**config.mk**
```make
export PLATFORM = sky130hd
export DESIGN_NAME = key_detector
export DESIGN_NICKNAME = d
export VERILOG_FILES = /design/src/rtl/key_detector.sv
export SDC_FILE = /design/constraint.sdc
export NUM_CORES = 1
export LEC_CHECK = 0
export BUFFER_PORTS_ARGS = -buffer_cell sky130_fd_sc_hd__buf_2
export CAP_MARGIN = 20
export CORE_MARGIN = 8
export CORE_UTILIZATION = 53
export CTS_CLUSTER_DIAMETER = 150
export DETAILED_ROUTE_END_ITERATION = 7
export PLACE_DENSITY = 0.68
export SYNTH_ARGS = -nofsm -noshare
export SYNTH_HDL_FRONTEND = slang
export SYNTH_SLANG_ARGS = --single-unit
export TNS_END_PERCENT = 10
```
**constraint.sdc**
```tcl
create_clock -name clk -period 4.3 [get_ports clk]
set_clock_uncertainty 0.15 [all_clocks]
set_input_delay 0.43 -clock clk [delete_from_list [all_inputs] [get_ports clk]]
set_output_delay 0.43 -clock clk [all_outputs]
set_load 0.03 [all_outputs]
```
**src/rtl/key_detector.sv**
```systemverilog
`default_nettype none
// ============================================================================
// Module   : key_detector
// Brief    : Counts dark RGB565 pixels per key zone inside a horizontal band
//            and publishes a hysteresis-filtered key vector once per frame,
//            plus one-cycle note-on/note-off events.
//            Optional macro KEY_DETECT_DEBOUNCE_EN: two-frame agreement.
// Revision : 1.0
// ============================================================================
module key_detector #(
    parameter int KEYS      = 8,
    parameter int H_RES     = 320,
    parameter int V_RES     = 240,
    parameter int KEY_W     = 40,
    parameter int ROW_TOP   = 160,
    parameter int ROW_BOT   = 191,
    parameter int THRESH    = 64,
    parameter int COUNT_ON  = 200,
    parameter int COUNT_OFF = 100
) (
    input  logic            clk,
    input  logic            rst,
    input  logic            frame_start,
    input  logic            pix_valid,
    input  logic [15:0]     pix_data,
    output logic [KEYS-1:0] keys,
    output logic            keys_valid,
    output logic [KEYS-1:0] note_on,
    output logic [KEYS-1:0] note_off,
    output logic [15:0]     debug_out
);
    localparam int X_W = (H_RES > 1) ? $clog2(H_RES) : 1;
    localparam int Y_W = $clog2(V_RES + 1);
    localparam int Z_W = (KEYS > 1) ? $clog2(KEYS) : 1;
    localparam int I_W = (KEY_W > 1) ? $clog2(KEY_W) : 1;
    localparam int C_W = 11;

    localparam logic [1:0] ST_IDLE    = 2'd0;
    localparam logic [1:0] ST_ACCUM   = 2'd1;
    localparam logic [1:0] ST_EVAL    = 2'd2;
    localparam logic [1:0] ST_PUBLISH = 2'd3;

    localparam logic [X_W-1:0] c_X_LAST  = X_W'(H_RES - 1);
    localparam logic [Y_W-1:0] c_Y_LAST  = Y_W'(V_RES - 1);
    localparam logic [Y_W-1:0] c_ROW_TOP = Y_W'(ROW_TOP);
    localparam logic [Y_W-1:0] c_ROW_BOT = Y_W'(ROW_BOT);
    localparam logic [I_W-1:0] c_I_LAST  = I_W'(KEY_W - 1);
    localparam logic [Z_W-1:0] c_K_LAST  = Z_W'(KEYS - 1);
    localparam logic [7:0]     c_THRESH  = 8'(THRESH);
    localparam logic [C_W-1:0] c_ON      = C_W'(COUNT_ON);
    localparam logic [C_W-1:0] c_OFF     = C_W'(COUNT_OFF);

    logic [1:0]     state_q, state_d;
    logic [X_W-1:0] x_q;
    logic [Y_W-1:0] y_q;
    logic [Z_W-1:0] zone_q;
    logic [I_W-1:0] intra_q;
    logic [C_W-1:0] cnt_q [KEYS];
    logic [Z_W-1:0] idx_q;
    logic [KEYS-1:0] shadow_q, keys_q, on_q, off_q;
    logic           valid_q, pend_q;
    logic [7:0]     frame_cnt_q;

    logic [7:0]      w_luma;
    logic            w_dark, w_in_band, w_accept, w_clear, w_last_pix;
    logic [C_W-1:0]  w_cnt_sel;
    logic            w_new;
    logic [KEYS-1:0] w_result, w_old_vec, w_keys_nxt;
    logic [7:0]      w_keys8;

    assign w_luma     = {2'b0, pix_data[15:11], 1'b0} + {2'b0, pix_data[10:5]}
                      + {3'b0, pix_data[4:0]};
    assign w_dark     = (w_luma < c_THRESH);
    assign w_in_band  = (y_q >= c_ROW_TOP) && (y_q <= c_ROW_BOT);
    assign w_last_pix = (x_q == c_X_LAST) && (y_q == c_Y_LAST);
    // frame_start outranks a pixel in the same cycle
    assign w_accept   = (state_q == ST_ACCUM) && pix_valid && !frame_start;
    assign w_clear    = (frame_start && ((state_q == ST_IDLE) || (state_q == ST_ACCUM)))
                     || ((state_q == ST_PUBLISH) && (pend_q || frame_start));

    always_comb begin
        state_d = state_q;
        case (state_q)
            ST_IDLE:    if (frame_start) state_d = ST_ACCUM;
            ST_ACCUM:   if (w_accept && w_last_pix) state_d = ST_EVAL;
            ST_EVAL:    if (idx_q == c_K_LAST) state_d = ST_PUBLISH;
            ST_PUBLISH: state_d = (pend_q || frame_start) ? ST_ACCUM : ST_IDLE;
            default:    state_d = ST_IDLE;
        endcase
    end

`ifdef KEY_DETECT_DEBOUNCE_EN
    logic [KEYS-1:0] prev_q;
    assign w_old_vec  = prev_q;
    // a key only moves when this frame's result matches the previous one
    assign w_keys_nxt = (~(w_result ^ prev_q) & w_result) | ((w_result ^ prev_q) & keys_q);
`else
    assign w_old_vec  = shadow_q;
    assign w_keys_nxt = w_result;
`endif

    always_comb begin
        w_cnt_sel = cnt_q[idx_q];
        if (w_cnt_sel >= c_ON)      w_new = 1'b1;
        else if (w_cnt_sel < c_OFF) w_new = 1'b0;
        else                        w_new = w_old_vec[idx_q];
        w_result        = shadow_q;
        w_result[idx_q] = w_new;
    end

    always_ff @(posedge clk) begin
        if (!rst) begin
            x_q     <= '0;
            y_q     <= '0;
            zone_q  <= '0;
            intra_q <= '0;
            for (int k = 0; k < KEYS; k++) cnt_q[k] <= '0;
        end else if (w_clear) begin
            x_q     <= '0;
            y_q     <= '0;
            zone_q  <= '0;
            intra_q <= '0;
            for (int k = 0; k < KEYS; k++) cnt_q[k] <= '0;
        end else if (w_accept) begin
            if (x_q == c_X_LAST) begin
                x_q     <= '0;
                y_q     <= y_q + Y_W'(1);
                zone_q  <= '0;
                intra_q <= '0;
            end else begin
                x_q <= x_q + X_W'(1);
                if (intra_q == c_I_LAST) begin
                    intra_q <= '0;
                    zone_q  <= zone_q + Z_W'(1);
                end else begin
                    intra_q <= intra_q + I_W'(1);
                end
            end
            if (w_dark && w_in_band && (cnt_q[zone_q] != '1))
                cnt_q[zone_q] <= cnt_q[zone_q] + C_W'(1);
        end
    end

    always_ff @(posedge clk) begin
        if (!rst) begin
            state_q     <= ST_IDLE;
            idx_q       <= '0;
            shadow_q    <= '0;
            keys_q      <= '0;
            on_q        <= '0;
            off_q       <= '0;
            valid_q     <= 1'b0;
            pend_q      <= 1'b0;
            frame_cnt_q <= '0;
`ifdef KEY_DETECT_DEBOUNCE_EN
            prev_q      <= '0;
`endif
        end else begin
            state_q <= state_d;
            valid_q <= 1'b0;
            on_q    <= '0;
            off_q   <= '0;
            if ((state_q == ST_EVAL) && frame_start) pend_q <= 1'b1;
            else if (state_q == ST_PUBLISH)          pend_q <= 1'b0;
            if (state_q == ST_EVAL) begin
                shadow_q <= w_result;
                idx_q    <= idx_q + Z_W'(1);
                // outputs are loaded on the final EVAL edge so they show during PUBLISH
                if (idx_q == c_K_LAST) begin
                    idx_q       <= '0;
                    keys_q      <= w_keys_nxt;
                    valid_q     <= 1'b1;
                    on_q        <= w_keys_nxt & ~keys_q;
                    off_q       <= ~w_keys_nxt & keys_q;
                    frame_cnt_q <= frame_cnt_q + 8'd1;
`ifdef KEY_DETECT_DEBOUNCE_EN
                    prev_q      <= w_result;
`endif
                end
            end
        end
    end

    generate
        if (KEYS >= 8) begin : g_dbg_wide
            assign w_keys8 = keys_q[7:0];
        end else begin : g_dbg_narrow
            assign w_keys8 = {{(8 - KEYS){1'b0}}, keys_q};
        end
    endgenerate

    assign keys       = keys_q;
    assign keys_valid = valid_q;
    assign note_on    = on_q;
    assign note_off   = off_q;
    assign debug_out  = {frame_cnt_q, w_keys8};

endmodule
`default_nettype wire

```
==> results.md <==
- The number of routed nets with antenna violations is 0.
- The post-synthesis sequential area ratio is 49.8%.
- The number of buffers inserted by hold repair at cts is 0.
- Max-cap violations in this run came to 0.
- The internal power of the cells totals 2.90 mW.
- The count of yosys warnings during synthesis is 0.
- The number of pins exceeding their max-slew limit in the final report is 0.
- In the layout the commonest cells are nor2_1 (110), edfxtp_1 (88), dfxtp_1 (79), buf_2 (60), nand2_1 (59).
- The worst pin sits at a relative slew slack of 29.0%.
- The endpoint kind of the worst setup timing path is a flop.
- The count of H-tree levels built during CTS is 4.
- The area growth from synthesis to layout is 11.4%.
- The die covers 0.0203 mm².
- For this design the static power due to leakage is 3.57 nW.
- Input and output buffers added on the ports amount to 60.
- The sequential group share of total power is 49.2%.
- The final antenna diode count is 0.
- The total number of vias is 6464.
- The power density over cell area is 443 mW/mm².
- The category of the most critical setup path is reg -> reg.
- The via count of the first global-routing pass is 6224.
- The most used flip-flop cell after synthesis is edfxtp_1.
- The aggregate routed wire length is 21300 µm.
- The overall routing resource usage is 21.8%.
- The post-synthesis async set-or-reset flop share is 0%.
- In this run the worst path has a maximum fanout of 25.
- The path class of the tightest hold or removal check is in -> reg.
- The clock insertion delay at the later pin of the skew report is 0.43 ns.
- The synthesized netlist net count is 837.
- The count of cells resized by post-cts repair is 0.
- Yosys mapped a number of flops with a built-in enable equal to 88.
- STA puts the critical path data arrival time at 3.77 ns.
- The hold violation count in the final report was 0.
- The pin count of the biggest net entering global routing is 34.
- The kind of start point of the critical path is a flop.
- After clock tree synthesis, the setup repair step added 0 buffers.
- Dividing the detail-routed via count by the number of cells gives 6.10.
- The fraction of power consumed by the clock network is 33.5%.
- The maximum frequency from static timing analysis is 260 MHz.
- The combinational cell fraction of total power is 17.3%.
- The vertical die dimension is 142 µm.
- After clock tree synthesis, the clock-pin slew on the worst setup and hold paths is 0.06 ns.
- Averaged over all synthesized cells, the footprint is 10.7 µm².
- The standard-cell row count is 46.
- The register bit count reported by yosys is 167.
- The final net count is 873.
- The finished cells cover 0.00944 mm².
- For this run the aggregate overflow at the end of global routing stands at 0.
- Setup slack on the worst reg-to-reg path comes out at 0.45 ns.
- The core box area is 0.0158 mm².
- For this block, the initial DRC count from the detailed router was 689.
- The clock tree root driver cell is clkbuf_16.
- The number of search-and-repair iterations in the first detailed-routing pass is 5.
- The overall power after layout is 4.18 mW.
- The routability congestion estimate is 0.978.
- The period utilization is 89.4%.
- The horizontal extent of the die is 142 µm.
- The cell area reported after detailed placement is 0.00890 mm².
- The post-synthesis cell area is 0.00848 mm².
- In the final routed layout, each cell accounts on average for 20.1 µm.
- For this run, design rule violations remaining after detail routing come to 0.
- The analysis attributes to net switching a power of 1.28 mW.
- The required time at the endpoint of the critical path is 4.22 ns.
- The number of distinct library cells after synthesis is 61.
- For the pin with the worst max-slew slack, the measured transition is 1.06 ns.
- The clock tree from TritonCTS is built.
- The number of antenna violations at the first check in global routing is 0.
- The run finished with clean final reports.
- For this configuration, the core starts out at a cell density of 53.7%.
- The switching part of the total is 30.6%.
- The top-level I/O count is 61.
- Setup total negative slack on the finished layout was measured at 0 ns.
- Counting along the longest clock path gives a buffer depth of 2.
- Subtracting the final worst setup slack from the clock period gives 3.85 ns.
- The number of sinks handled by clock tree synthesis is 167.
- The first global-routing pass estimated 33800 µm of wire.
- The post-route netlist has 18.2% of its cells at a drive strength greater than 1.
- The worst-case IR drop observed on VDD is 0.312 mV.
- Synthesis produced a netlist whose cell count is 795.
- The number of clock buffers inserted by TritonCTS is 17.
- Setup repair after global routing left no endpoint under its margin.
- The half-perimeter wire length after detailed placement is 15800 µm.
- Setup violations remaining at the end of the flow were counted as 0.
- The most common cell after layout, fill and taps aside is nor2_1.
- Fill cells in the final layout number 1361.
synth_stat cells, types with 19 or more instances:
master / number / area, µm²
o21ai_0: 23 / 115
mux4_2: 31 / 698
nand3_1: 23 / 115
inv_1: 19 / 71.3
nor2_1: 110 / 413
nor4_1: 21 / 131
clkbuf_1: 38 / 143
a31oi_1: 20 / 125
dfxtp_1: 79 / 1580
edfxtp_1: 88 / 2640
or3_1: 20 / 125
nor3_1: 30 / 150
nand2_1: 59 / 221
through the flow:
step           util (%)  cells  hold WS (ns)  setup slack (ns)
6_report           59.9   1060         0.145             0.455
5_1_grt            59.9   1060         0.147             0.297
4_1_cts            59.9   1060         0.134             0.495
3_5_place_dp       56.4   1028         0.337             0.501
3_3_place_gp       56.4   1028         0.314             0.593
2_1_floorplan         -    795         0.299             0.631
state kept, by name (all words and copies together), names as in the netlist, 2 cells and up, named ones only:
| signal | count |
|---|---|
| frame_cnt_q | 8 |
| keys | 8 |
| note_off | 8 |
| intra_q | 6 |
| x_q | 9 |
| idx_q | 3 |
| note_on | 8 |
| shadow_q | 8 |
| zone_q | 3 |
| state_q | 2 |
| y_q | 8 |
| cnt_q | 88 |
per-layer routing:
metal,global-route usage (%),up-vias,share of wire (%)
met5,0,-,0
met2,35.0,302,48
met1,27.1,3120,40
met3,6.41,44,10
li1,-,2998,-
met4,8.39,0,2.3
critical path, stage by stage, from the launching register on:
cell and delay [ns]:
dfxtp_1 0.43, buf_4 0.28, mux4_2 0.52, mux2i_1 0.19
inv_1 0.07, ha_1 0.28, a21boi_1 0.18, and4_4 0.25
or4_1 0.68, nand2_1 0.45
cell families after synthesis:
kind of cell | after synthesis | share of synthesized area, %
AND/OR/NAND/NOR | 338 | 20.0
flip-flops | 167 | 49.8
AO/OA/AOI/OAI | 107 | 8.44
buffers and inverters | 83 | 4.64
multiplexers | 47 | 10.3
XOR/XNOR | 31 | 3.20
adder cells (fa/ha/maj) | 22 | 3.60
area by class of cell:
class                      instances  area (µm²)  area share (%)
clock buffer                      19         443            4.69
clock inverter                    13        97.6            1.03
inverter                          21        78.8           0.835
multi-input combinational        545        3880            41.1
sequential                       167        4220            44.7
tap                              216         270            2.86
timing repair buffer              79         443            4.69
power groups by stage:
| stage | Clock, mW | Combinational (mW) | Sequential (mW) |
|---|---|---|---|
| 3_3_place_gp | 0 | 0.687 | 2.08 |
| 3_5_place_dp | 0 | 0.704 | 2.08 |
| 5_1_grt | 1.49 | 0.785 | 2.07 |
| 4_1_cts | 1.42 | 0.714 | 2.05 |
| 6_report | 1.40 | 0.722 | 2.06 |
| 2_1_floorplan | 0 | 0.507 | 1.97 |
worst paths after layout:
kind	start	end	cells past startpoint
worst max-delay path	flop	cnt_q[4][2]$_SDFFCE_PN0P_	9
worst min-delay path	rst	state_q[0]$_SDFFE_PN0P_	2
worst max register to register	flop	cnt_q[4][2]$_SDFFCE_PN0P_	9
worst min register to register	intra_q[1]$_SDFFE_PP0P_	intra_q[1]$_SDFFE_PP0P_	2
No activity file was read; power rests on OpenSTA's default activity.
